==> src/rtl/clz_clo_pipe_unit.sv <==
// Two-stage pipelined leading-zero / leading-one counter (MIPS CLZ/CLO) for EX.
// Stage 1 registers per-byte leading-zero counts of the (optionally inverted)
// operand; stage 2 merges them into the final count and normalises the operand.
module clz_clo_pipe_unit #(
  parameter int unsigned DATA_W     = 32,
  parameter int unsigned REG_ADDR_W = 5,
  parameter bit          NORM_EN    = 1'b1
) (
  input  logic                  clk,
  input  logic                  rst_n,
  input  logic                  stall,
  input  logic                  flush,
  input  logic                  in_valid,
  input  logic                  in_op,
  input  logic [DATA_W-1:0]     in_data,
  input  logic [REG_ADDR_W-1:0] in_rd,
  output logic                  out_valid,
  output logic [DATA_W-1:0]     out_count,
  output logic [REG_ADDR_W-1:0] out_rd,
  output logic                  out_wen,
  output logic [DATA_W-1:0]     out_norm,
  output logic                  s1_busy
);

  localparam int unsigned NBYTE  = DATA_W / 8;
  localparam int unsigned BCNT_W = 4;
  localparam int unsigned CNT_W  = 6;

  // Only a 32-bit datapath is supported; stop elaboration for anything else.
  generate
    if (DATA_W != 32) begin : g_bad_width
      $error("clz_clo_pipe_unit: DATA_W must be 32");
    end
  endgenerate

  // Leading zeros of one byte, 0..8.
  function automatic logic [BCNT_W-1:0] clz8(input logic [7:0] b);
    logic [BCNT_W-1:0] n;
    logic              done;
    n    = '0;
    done = 1'b0;
    for (int i = 7; i >= 0; i--) begin
      if (!done) begin
        if (b[i]) done = 1'b1;
        else      n    = n + BCNT_W'(1);
      end
    end
    return n;
  endfunction

  // Stage-1 registers
  logic                         r_s1_valid;
  logic [DATA_W-1:0]            r_s1_orig;
  logic [REG_ADDR_W-1:0]        r_s1_rd;
  logic [NBYTE-1:0][BCNT_W-1:0] r_s1_bcnt;

  // Stage-2 (output) registers
  logic                  r_out_valid;
  logic [DATA_W-1:0]     r_out_count;
  logic [REG_ADDR_W-1:0] r_out_rd;
  logic                  r_out_wen;
  logic [DATA_W-1:0]     r_out_norm;

  // Stage-1 combinational byte counters
  logic [DATA_W-1:0]            w_src;
  logic [NBYTE-1:0][BCNT_W-1:0] w_bcnt;

  // Stage-2 combinational merge and normaliser
  logic [CNT_W-1:0]  w_count;
  logic [DATA_W-1:0] w_norm;
  logic              w_s1_accept;

  // CLO is CLZ of the inverted operand; count leading zeros of each byte.
  always_comb begin
    w_src  = in_op ? ~in_data : in_data;
    w_bcnt = '0;
    for (int k = 0; k < int'(NBYTE); k++) begin
      w_bcnt[k] = clz8(w_src[8*k +: 8]);
    end
  end

  assign w_s1_accept = in_valid & ~stall & ~flush;

  // Stage 1: flush clears validity even under stall; data captured only for a live op.
  always_ff @(posedge clk) begin
    if (!rst_n) begin
      r_s1_valid <= 1'b0;
      r_s1_orig  <= '0;
      r_s1_rd    <= '0;
      r_s1_bcnt  <= '0;
    end else begin
      if (flush) begin
        r_s1_valid <= 1'b0;
      end else if (!stall) begin
        r_s1_valid <= in_valid;
      end
      if (w_s1_accept) begin
        r_s1_orig <= in_data;
        r_s1_rd   <= in_rd;
        r_s1_bcnt <= w_bcnt;
      end
    end
  end

  // Merge byte counts: the most significant byte that is not all-zero decides.
  always_comb begin
    w_count = CNT_W'(DATA_W);
    for (int k = 0; k < int'(NBYTE); k++) begin
      if (r_s1_bcnt[k] != BCNT_W'(8)) begin
        w_count = CNT_W'(8 * (int'(NBYTE) - 1 - k)) + CNT_W'(r_s1_bcnt[k]);
      end
    end
    w_norm = '0;
    if (NORM_EN && (w_count < CNT_W'(DATA_W))) begin
      w_norm = r_s1_orig << w_count;
    end
  end

  // Stage 2: valid/wen advance every unstalled cycle; data only for a valid op.
  always_ff @(posedge clk) begin
    if (!rst_n) begin
      r_out_valid <= 1'b0;
      r_out_wen   <= 1'b0;
      r_out_count <= '0;
      r_out_rd    <= '0;
      r_out_norm  <= '0;
    end else begin
      if (flush) begin
        r_out_valid <= 1'b0;
        r_out_wen   <= 1'b0;
      end else if (!stall) begin
        r_out_valid <= r_s1_valid;
        r_out_wen   <= r_s1_valid & (r_s1_rd != '0);
        if (r_s1_valid) begin
          r_out_count <= DATA_W'(w_count);
          r_out_rd    <= r_s1_rd;
          r_out_norm  <= w_norm;
        end
      end
    end
  end

  assign out_valid = r_out_valid;
  assign out_count = r_out_count;
  assign out_rd    = r_out_rd;
  assign out_wen   = r_out_wen;
  assign out_norm  = r_out_norm;
  assign s1_busy   = r_s1_valid;

endmodule

==> config.mk <==
export PLATFORM = sky130hd
export DESIGN_NAME = clz_clo_pipe_unit
export DESIGN_NICKNAME = d
export VERILOG_FILES = /design/src/rtl/clz_clo_pipe_unit.sv
export SDC_FILE = /design/constraint.sdc
export NUM_CORES = 1
export LEC_CHECK = 0
export BUFFER_PORTS_ARGS = -buffer_cell sky130_fd_sc_hd__buf_2
export CORE_UTILIZATION = 41
export CTS_BUF_LIST = sky130_fd_sc_hd__clkbuf_8
export DETAILED_ROUTE_END_ITERATION = 8
export MAX_ROUTING_LAYER = met4
export SLEW_MARGIN = 10
export SYNTH_ARGS = -nofsm -noshare
export SYNTH_HDL_FRONTEND = slang
export SYNTH_SLANG_ARGS = --single-unit
export TNS_END_PERCENT = 1
==> constraint.sdc <==
create_clock -name clk -period 5.2 [get_ports clk]
set_input_delay 0.52 -clock clk [delete_from_list [all_inputs] [get_ports clk]]
set_output_delay 0.52 -clock clk [all_outputs]
set_load 0.05 [all_outputs]
==> flow_summary.yaml <==
synth:
  ys_seq_area_frac: 0.2837
  ys_warn_count: 0
  synth_area_leaders: "dfxtp_1 (28%), mux2i_1 (11%), nand2_1 (9.7%)"
  synth_ff_type: "dfxtp_1"
  syn_area_per_cell_um2: 7.779
  synthArstFlopShare: 0
  synth_edf_count: 0
  synthDistinctLibCells: 68
  netlist_instances: 898
  synth_area_leader_cell: "dfxtp_1"
  synth-seq-cells: 99
  synth_top_area_frac: 0.2837
  synth_area_um2: 6985
timing:
  setup_viol: 0
  whs_ns: 0.3576
  finalCritPeriodShare: 0.7511
  worstMarginPinSlew_ns: 1.034
  hold_viol: 0
  fin_setup_tns_ns: 0
  rsz0062_at_grt: "no"
  period_needed_ns: 3.906
  slew_headroom: 0.3106
  fmax_mhz: 256.0
  maxSlewViolCount: 0
  skew_ns: 0.01939
routing:
  dr.pass1.iters: 5
  wl_per_cell_um: 17.31
  drt-initial-drc-count: 567
  routed_wl_mm: 20.32
  via_per_inst: 5.664
  final_antenna_net_count: 0
  vias: 6649
  drc: 0
grt:
  grt_overflow: 0
  grt_max_degree: 78
  grt_pass1_vias: 6078
  grt_usage: 0.2416
  antenna_found_initial: 0
  grt_pass1_wl_mm: 32.82
power:
  p_leak_uw: 0.003283
  power_density_nw_per_um2: 212.4
  vdd_drop_max_mv: 0.1117
worst_setup_path:
  cpPeakStageDelay_ns: 0.37
  crit_top_cell: "ha_1"
  reg2reg_slack_ns: 1.73
  arrival_ns: 4.14
  r2r_end: "out_norm[30]$_SDFFE_PN0P_"
  critPathCaptureType: "flop"
  worstReg2RegStart: "r_s1_bcnt[15]$_SDFFE_PN0P_"
  slowest_stage: "or3_1"
  crit_type: "input port to flop"
  cp-start-kind: "input port"
  rr_worst_depth: 8
  worst-path-max-fanout: 21
  crit_required_ns: 5.43
  path_cells: "buf_2 -> or3_1 -> nand2_1 -> ha_1 -> o21a_1 -> ha_1 -> mux2_2 -> o21a_1 -> ha_1 -> mux2i_1 -> inv_1 -> ha_1 -> o21a_1 -> ha_1 -> mux2_2 -> o211ai_1 -> a21oi_1"
clock_tree:
  cts_buffers: 9
  clk_pin_slew_ns: 0.10
  root_buffer: "clkbuf_8"
  cts_setup_buffers: 0
  h-tree-depth: 3
  cts_tree: "yes"
  cts_buffer_depth: 2
  cts_hold_buf: 0
  clkLatencyLatePin_ns: 0.39
  cts_resized: 0
  cts_sinks: 99
outcome:
  outcome: "complete, no violations"
job:
  maxCapViolCount: 0
layout:
  final_common_cell: "nand2_1"
  drive_above_1_share: 0.1551
  diodes: 0
  mostFrequentLayoutCells: "nand2_1 (180), dfxtp_1 (99), buf_2 (88)"
  area_growth_pct: 9.099
  final_net_count: 1011
worst_hold_path:
  hold_end: "r_s1_rd[2]$_SDFFE_PN0P_"
  hold_start: "in_rd[2]"
  hold_path.class: "input port to flop"
  hold_path_depth: 3
place:
  place_congestion: 0.9190
  portBuffers: 88
  place_hpwl_mm: 14.71
floorplan:
  start_util: 0.4212
  io_pins: 115
  die_h_um: 132.5
  chipWidth_um: 132.5
  fp.coreArea_um2: 16580
  dieArea_um2: 17560
  row_count: 47
==> critical path: cells and delay by family <==
family	cells	cell delay, ns
fa+ha+maj	5	1.35
compound gates	5	0.82
mux	3	0.68
simple gates	2	0.50
buf+inv	2	0.28
==> flip-flops by register name (all words and copies together), names as in the netlist <==
name and flops:
s1_busy 1, out_valid 1, out_count 6, out_norm 32, out_rd 5, r_s1_bcnt 16, out_wen 1, r_s1_rd 5
r_s1_orig 32
==> cell families after synthesis <==
family                     after synthesis  synth area share
and+or+nand+nor                        330            0.2106
AOI/OAI and AO/OA                      235            0.2235
muxes                                   99            0.1492
DFF                                     99            0.2837
buffers and inverters                   94           0.07254
xor gates and xnor gates                22           0.02758
adders and majority gates               18           0.03224
other                                    1         0.0005368
==> cell usage after synthesis, types with 9 or more instances <==
| master | number |
|---|---|
| nand2_1 | 180 |
| dfxtp_1 | 99 |
| a21oi_1 | 81 |
| mux2i_1 | 80 |
| nor2_1 | 54 |
| clkbuf_1 | 34 |
| nand3_1 | 29 |
| buf_4 | 28 |
| o21ai_0 | 25 |
| ha_1 | 18 |
| buf_2 | 15 |
| mux2_2 | 15 |
| a22oi_1 | 13 |
| o21a_1 | 13 |
| xnor2_1 | 13 |
| inv_1 | 12 |
| nand2b_1 | 12 |
| or3_1 | 11 |
| o22ai_1 | 9 |
| xor2_1 | 9 |
==> final cells by class <==
| cell class | count | area [um2] |
|---|---|---|
| clock buffer | 10 | 137.6 |
| clock inverter | 5 | 61.31 |
| fill | 1734 | 8962 |
| inverter | 12 | 45.04 |
| multi-input combinational | 730 | 4604 |
| sequential | 99 | 1982 |
| tap | 220 | 275.3 |
| timing repair buffer | 98 | 515.5 |
==> metrics by stage <==
stage	utilization	instance area, um2	power, uW	instances	setup slack (ns)
2_1_floorplan	-	7079	1047	923	0.7178
3_3_place_gp	0.4476	7422	1110	1159	0.9477
3_5_place_dp	0.4476	7422	1112	1159	0.8987
4_1_cts	0.4596	7621	1631	1174	1.301
5_1_grt	0.4596	7621	1698	1174	1.053
6_report	0.4596	7621	1618	1174	1.294
==> report_power, final <==
part	switching, uW	total [uW]	leakage [uW]	internal [uW]
Sequential	20.6	793	0.000801	773
Combinational	206	305	0.00238	99.0
Clock	284	519	0.000103	236
==> per-layer routing <==
metal	global-route usage	wire, um	vias up
li1	-	-	3285
met1	0.3196	9551	3111
met2	0.3675	9103	208
met3	0.03563	1065	45
met4	0.09834	602	0
met5	-	0	-
==> how the worst max path moves through the flow <==
| stage | from | to | depth (start not counted) |
|---|---|---|---|
| after global routing | in_op | r_s1_bcnt[7]$_SDFFE_PN0P_ | 16 |
| after detailed placement | in_op | r_s1_bcnt[9]$_SDFFE_PN0P_ | 17 |
| after floorplan | in_op | r_s1_bcnt[7]$_SDFFE_PN0P_ | 22 |
| after CTS | in_op | r_s1_bcnt[9]$_SDFFE_PN0P_ | 17 |
| final | in_op | r_s1_bcnt[9]$_SDFFE_PN0P_ | 17 |
| after global placement | in_op | r_s1_bcnt[9]$_SDFFE_PN0P_ | 17 |
Note: power is estimated with default switching activity, not from simulation.
